==> src/rtl/regfile_writeback.sv <==
// Register file write port: merges ALU and load writebacks into an in-order FIFO,
// retires one write per cycle and forwards pending values to the read stage.
module regfile_writeback #(
  parameter int DEPTH      = 4,
  parameter int DATA_WIDTH = 32,
  parameter int ADDR_WIDTH = 5
) (
  input  logic                    Clock,
  input  logic                    Reset,
  input  logic                    Alu_Valid,
  output logic                    Alu_Ready,
  input  logic [ADDR_WIDTH-1:0]   Alu_Rd,
  input  logic [DATA_WIDTH-1:0]   Alu_Data,
  input  logic                    Mem_Valid,
  output logic                    Mem_Ready,
  input  logic [ADDR_WIDTH-1:0]   Mem_Rd,
  input  logic [DATA_WIDTH-1:0]   Mem_Data,
  output logic                    Write_Register,
  output logic [ADDR_WIDTH-1:0]   Write_Addr,
  output logic [DATA_WIDTH-1:0]   Write_Data,
  input  logic [ADDR_WIDTH-1:0]   Lookup_Addr,
  output logic                    Lookup_Hit,
  output logic [DATA_WIDTH-1:0]   Lookup_Data,
  output logic [$clog2(DEPTH):0]  Pending
);
  localparam int PW = $clog2(DEPTH);
  localparam int CW = PW + 1;

  typedef struct packed {
    logic [ADDR_WIDTH-1:0] rd;
    logic [DATA_WIDTH-1:0] data;
  } wb_ent_t;

  wb_ent_t [DEPTH-1:0] fifo_q, fifo_d;
  logic [PW-1:0]       wr_ptr_q, wr_ptr_d;
  logic [PW-1:0]       rd_ptr_q, rd_ptr_d;
  logic [CW-1:0]       count_q, count_d;
  logic [CW-1:0]       free;
  logic                wr_en_q, wr_en_d;
  wb_ent_t             wr_q, wr_d;
  logic                mem_push, alu_push, pop;

  // Ready looks only at the registered count; a same-cycle pop never creates room.
  assign free = CW'(DEPTH) - count_q;

  always_comb begin
    Mem_Ready = 1'b0;
    Alu_Ready = 1'b0;
    if (!Reset) begin
      Mem_Ready = (free >= CW'(1));
      Alu_Ready = (free >= CW'(2)) || ((free == CW'(1)) && !Mem_Valid);
    end
  end

  // Rd==0 completes the handshake but is never queued.
  assign mem_push = Mem_Valid && Mem_Ready && (Mem_Rd != '0);
  assign alu_push = Alu_Valid && Alu_Ready && (Alu_Rd != '0);
  assign pop      = (count_q != '0);

  always_comb begin
    fifo_d   = fifo_q;
    wr_ptr_d = wr_ptr_q;
    rd_ptr_d = rd_ptr_q;
    wr_en_d  = 1'b0;
    wr_d     = wr_q;
    if (pop) begin
      wr_en_d  = 1'b1;
      wr_d     = fifo_q[rd_ptr_q];
      rd_ptr_d = rd_ptr_q + PW'(1);
    end
    // Mem is older than ALU when both land on the same edge.
    if (mem_push) begin
      fifo_d[wr_ptr_d] = '{rd: Mem_Rd, data: Mem_Data};
      wr_ptr_d         = wr_ptr_d + PW'(1);
    end
    if (alu_push) begin
      fifo_d[wr_ptr_d] = '{rd: Alu_Rd, data: Alu_Data};
      wr_ptr_d         = wr_ptr_d + PW'(1);
    end
    count_d = count_q + CW'(mem_push) + CW'(alu_push) - CW'(pop);
  end

  always_ff @(posedge Clock) begin
    if (Reset) begin
      wr_ptr_q <= '0;
      rd_ptr_q <= '0;
      count_q  <= '0;
      wr_en_q  <= 1'b0;
      wr_q     <= '0;
    end else begin
      wr_ptr_q <= wr_ptr_d;
      rd_ptr_q <= rd_ptr_d;
      count_q  <= count_d;
      wr_en_q  <= wr_en_d;
      wr_q     <= wr_d;
    end
  end

  // Entry storage needs no reset: validity comes from count and pointers.
  always_ff @(posedge Clock) begin
    fifo_q <= fifo_d;
  end

  // Walk oldest to youngest so the newest match overrides; output register is oldest of all.
  always_comb begin
    Lookup_Hit  = 1'b0;
    Lookup_Data = '0;
    if (Lookup_Addr != '0) begin
      if (wr_en_q && (wr_q.rd == Lookup_Addr)) begin
        Lookup_Hit  = 1'b1;
        Lookup_Data = wr_q.data;
      end
      for (int i = 0; i < DEPTH; i++) begin
        if ((CW'(i) < count_q) && (fifo_q[rd_ptr_q + PW'(i)].rd == Lookup_Addr)) begin
          Lookup_Hit  = 1'b1;
          Lookup_Data = fifo_q[rd_ptr_q + PW'(i)].data;
        end
      end
    end
  end

  assign Write_Register = wr_en_q;
  assign Write_Addr     = wr_q.rd;
  assign Write_Data     = wr_q.data;
  assign Pending        = count_q;

endmodule

==> config.mk <==
export PLATFORM = sky130hd
export DESIGN_NAME = regfile_writeback
export DESIGN_NICKNAME = d
export VERILOG_FILES = /design/src/rtl/regfile_writeback.sv
export SDC_FILE = /design/constraint.sdc
export NUM_CORES = 1
export LEC_CHECK = 0
export CORE_MARGIN = 8
export CORE_UTILIZATION = 35
export DETAILED_ROUTE_END_ITERATION = 8
export GPL_ROUTABILITY_DRIVEN = 0
export PLACE_DENSITY = 0.57
export SLEW_MARGIN = 25
export SYNTH_ARGS = -nofsm -noshare
export SYNTH_HDL_FRONTEND = slang
export SYNTH_SLANG_ARGS = --single-unit
==> constraint.sdc <==
create_clock -name Clock -period 5.9 [get_ports Clock]
set_clock_uncertainty 0.05 [all_clocks]
set_input_delay 1.18 -clock Clock [delete_from_list [all_inputs] [get_ports Clock]]
set_output_delay 1.18 -clock Clock [all_outputs]
set_load 0.02 [all_outputs]
==> summary.md <==
| Metric | Value |
|---|---|
| Status | `finished, final reports clean` |
| Crit-path slowest cell | `dfxtp_4` |
| Period minus WS final | `around 5.6 ns` |
| Slew Limit Fails | `0` |
| Routed wire length | `43050 µm` |
| Clk_lat worst skew | `around 0.44 ns` |
| DR vias | `about 12000` |
| RSZ-0062 raised after global routing | `no` |
| Initial antenna violation count | `2` |
| Die Ht | `between 200 and 250 µm` |
| Die W | `211.3 µm` |
| H-Tree Level Count | `4` |
| Total GRT Usage | `0.1906` |
| Synthesized flop and latch total | `193` |
| Sequential share of the synthesized area | `0.2895` |
| Die footprint | `~45000 µm²` |
| Share of cells above drive strength 1 | `0.1270` |
| Area added between synthesis and finish | `19.29%` |
| Yosys top cell area share | `0.2895` |
| Number of synthesized flops with an enable pin | `0` |
| WP buf/inv | `2` |
| Mapped Area | `about 13000 µm²` |
| Post-synth cell types | `50` |
| Normalized max-slew margin | `0.3714` |
| Post-Syn Instances | `around 1600` |
| Min-Delay Path Class | `flop to flop` |
| Crit-path max cell delay | `0.85 ns` |
| First-pass GRT wire length | `66690 µm` |
| Leak pwr | `6.508 nW` |
| Total CTS buffers | `17` |
| Total gr overflow | `0` |
| VDD IR max | `0.2308 mV` |
| Port bufs | `158` |
| Top cells by count, synth | `mux2i_1, nand2_1, dfxtp_1, o21ai_0, nor2_1` |
| Final net count | `1741` |
| Synth area leader | `dfxtp_1` |
| CP Max Fanout | `68` |
| Startpoint types | `flop` |
| Clock Sinks | `approximately 190` |
| Clk buf depth | `2` |
| Detail Route Antenna Nets | `0` |
| Fillers | `3738` |
| Final setup violating endpoints | `0` |
| Post-synth top flop | `dfxtp_1` |
| Top-count cell post-synth | `mux2i_1` |
| Post-CTS Setup Bufs | `0` |
| Syn avg cell area | `8.469 µm²` |
| Yosys warnings | `0` |
| Max cap viols | `0` |
| PwrDens | `around 540 nW/µm²` |
| Initial DRC count | `735` |
| Pre-antenna DRT Iters | `5` |
| DR WL/cell | `19.86 µm` |
| Row count | `71` |
| Crit path capture type | `output port` |
| Asr flop ratio synth | `0` |
| Hold Fails Final Rpt | `0` |
| Vias in the first global route | `11557` |
| Clock-pin transition on the worst setup and hold timing paths | `around 0.07 ns` |
| Fin crit share | `0.9536` |
| Io pins | `roughly 160` |
| Total nets after synthesis | `1676` |
| Cts hold-fix bufs | `0` |
| DPL Wire Length | `28190 µm` |
| Critical path arrival | `4.40 ns` |
| # DRC | `0` |
| Post_cts resized | `0` |
| Vias per inst | `5.401` |
| Worst slew pin tran | `0.9428 ns` |
| WS Path Type | `flop to output port` |
| Pin count of the biggest net entering global routing | `82` |
| Ranking of synthesized cells by area | `dfxtp_1, mux2i_1, o21ai_0` |
| Core area | `37580 µm²` |
| Root Buffer | `clkbuf_16` |
| CP delay by family, top | `simple AND/OR/NAND/NOR gates` |
| Hold Slack | `roughly 0.45 ns` |
| Post-route setup TNS | `0 ns` |
| Crit path required time | `approximately 4.7 ns` |
| Cell chain of the critical path | `mux4_1 > xor2_1 > nor4_2 > nand3_4 > buf_12 > a211oi_2 > a211oi_1 > nor3_2 > clkdlybuf4s50_1` |
| Highest Clock Rate | `177.7 MHz` |
| Starting Density | `0.3552` |
| CTS tree | `built` |
cells in the final DEF, fill, tap and decap left out, types with 18 or more instances in the layout:
| master | instances |
|---|---|
| o21ai_0 | 182 |
| nand2_1 | 230 |
| o21a_1 | 31 |
| nor3_2 | 30 |
| clkdlybuf4s50_1 | 157 |
| nor2_1 | 107 |
| mux2_2 | 64 |
| a21oi_1 | 68 |
| a22oi_1 | 26 |
| a211oi_2 | 20 |
| a211oi_1 | 44 |
| nand3b_1 | 32 |
| buf_4 | 18 |
| mux2i_1 | 254 |
| nand3_1 | 32 |
| dfxtp_1 | 191 |
final timing paths:
kind / slack (ns) / cells past startpoint / end / start
min reg2reg: 0.45 / 2 / Write_Addr[0]$_SDFFE_PP0N_ / Write_Addr[0]$_SDFFE_PP0N_
min: 0.45 / 2 / Write_Addr[0]$_SDFFE_PP0N_ / Write_Addr[0]$_SDFFE_PP0N_
max reg2reg: 2.25 / 9 / Pending[1]$_SDFF_PP0_ / Pending[0]$_SDFF_PP0_
max: 0.27 / 9 / Lookup_Data[5] / rd_ptr_q[0]$_SDFFE_PP0N_
worst reg2reg max path, delay by kind of cell (launching register included):
family                   cells  cell delay, ns
adder cells (fa/ha/maj)      5            2.21
buffers and inverters        3            0.77
flip-flops                   1            0.33
AND/OR/NAND/NOR              1            0.13
cell type report:
class,count,area [µm²],area share
clock buffers,22,464.2,0.02915
multi-input cells,1225,8781,0.5515
well taps,511,639.4,0.04015
clock inverters,10,133.9,0.008408
flip-flops and latches,193,3871,0.2431
diodes,2,5.005,0.0003143
repair buffers,189,1972,0.1238
inverters,15,56.30,0.003536
metal layers:
layer	up-vias	GRT usage	part of all wire
li1	5757	-	-
met1	5618	0.2408	0.45
met2	276	0.3222	0.48
met3	52	0.03887	0.052
met4	0	0.05888	0.021
met5	-	0	0
flip-flops by register name, indices dropped and copies added (netlist names):
| name | count |
|---|---|
| Write_Register | 1 |
| Write_Addr | 5 |
| rd_ptr_q | 2 |
| Pending | 3 |
| Write_Data | 32 |
| wr_ptr_q | 2 |
| fifo_q | 148 |
per-stage QoR:
step	instance area (µm²)	power (mW)	worst slack (ns)	util	cells
finish	15920	8.539	0.2736	0.4237	2167
global placement	15310	7.242	0.4512	0.4076	2133
global route	15920	9.207	0.1056	0.4236	2165
floorplan	13350	5.926	1.598	-	1576
CTS	15920	8.595	0.2715	0.4236	2165
detailed placement	15320	7.353	0.4960	0.4077	2133
report_power, final:
group / internal, mW / switching, mW / total (mW) / leakage (nW)
sequential: 1.95 / 0.625 / 2.58 / 1.61
clock: 0.688 / 0.528 / 1.22 / 0.290
combinational: 2.16 / 2.58 / 4.74 / 4.61
total: 4.81 / 3.73 / 8.54 / 6.51
cell families after synthesis:
logic type      after synthesis  synth area share
compound gates              381            0.1776
flops                       193            0.2895
fa+ha+maj                    17           0.01706
buf+inv                     158           0.05662
simple gates                465            0.1647
mux                         335            0.2757
xor+xnor                     27           0.01884
Power figures use the tool's default switching activity.
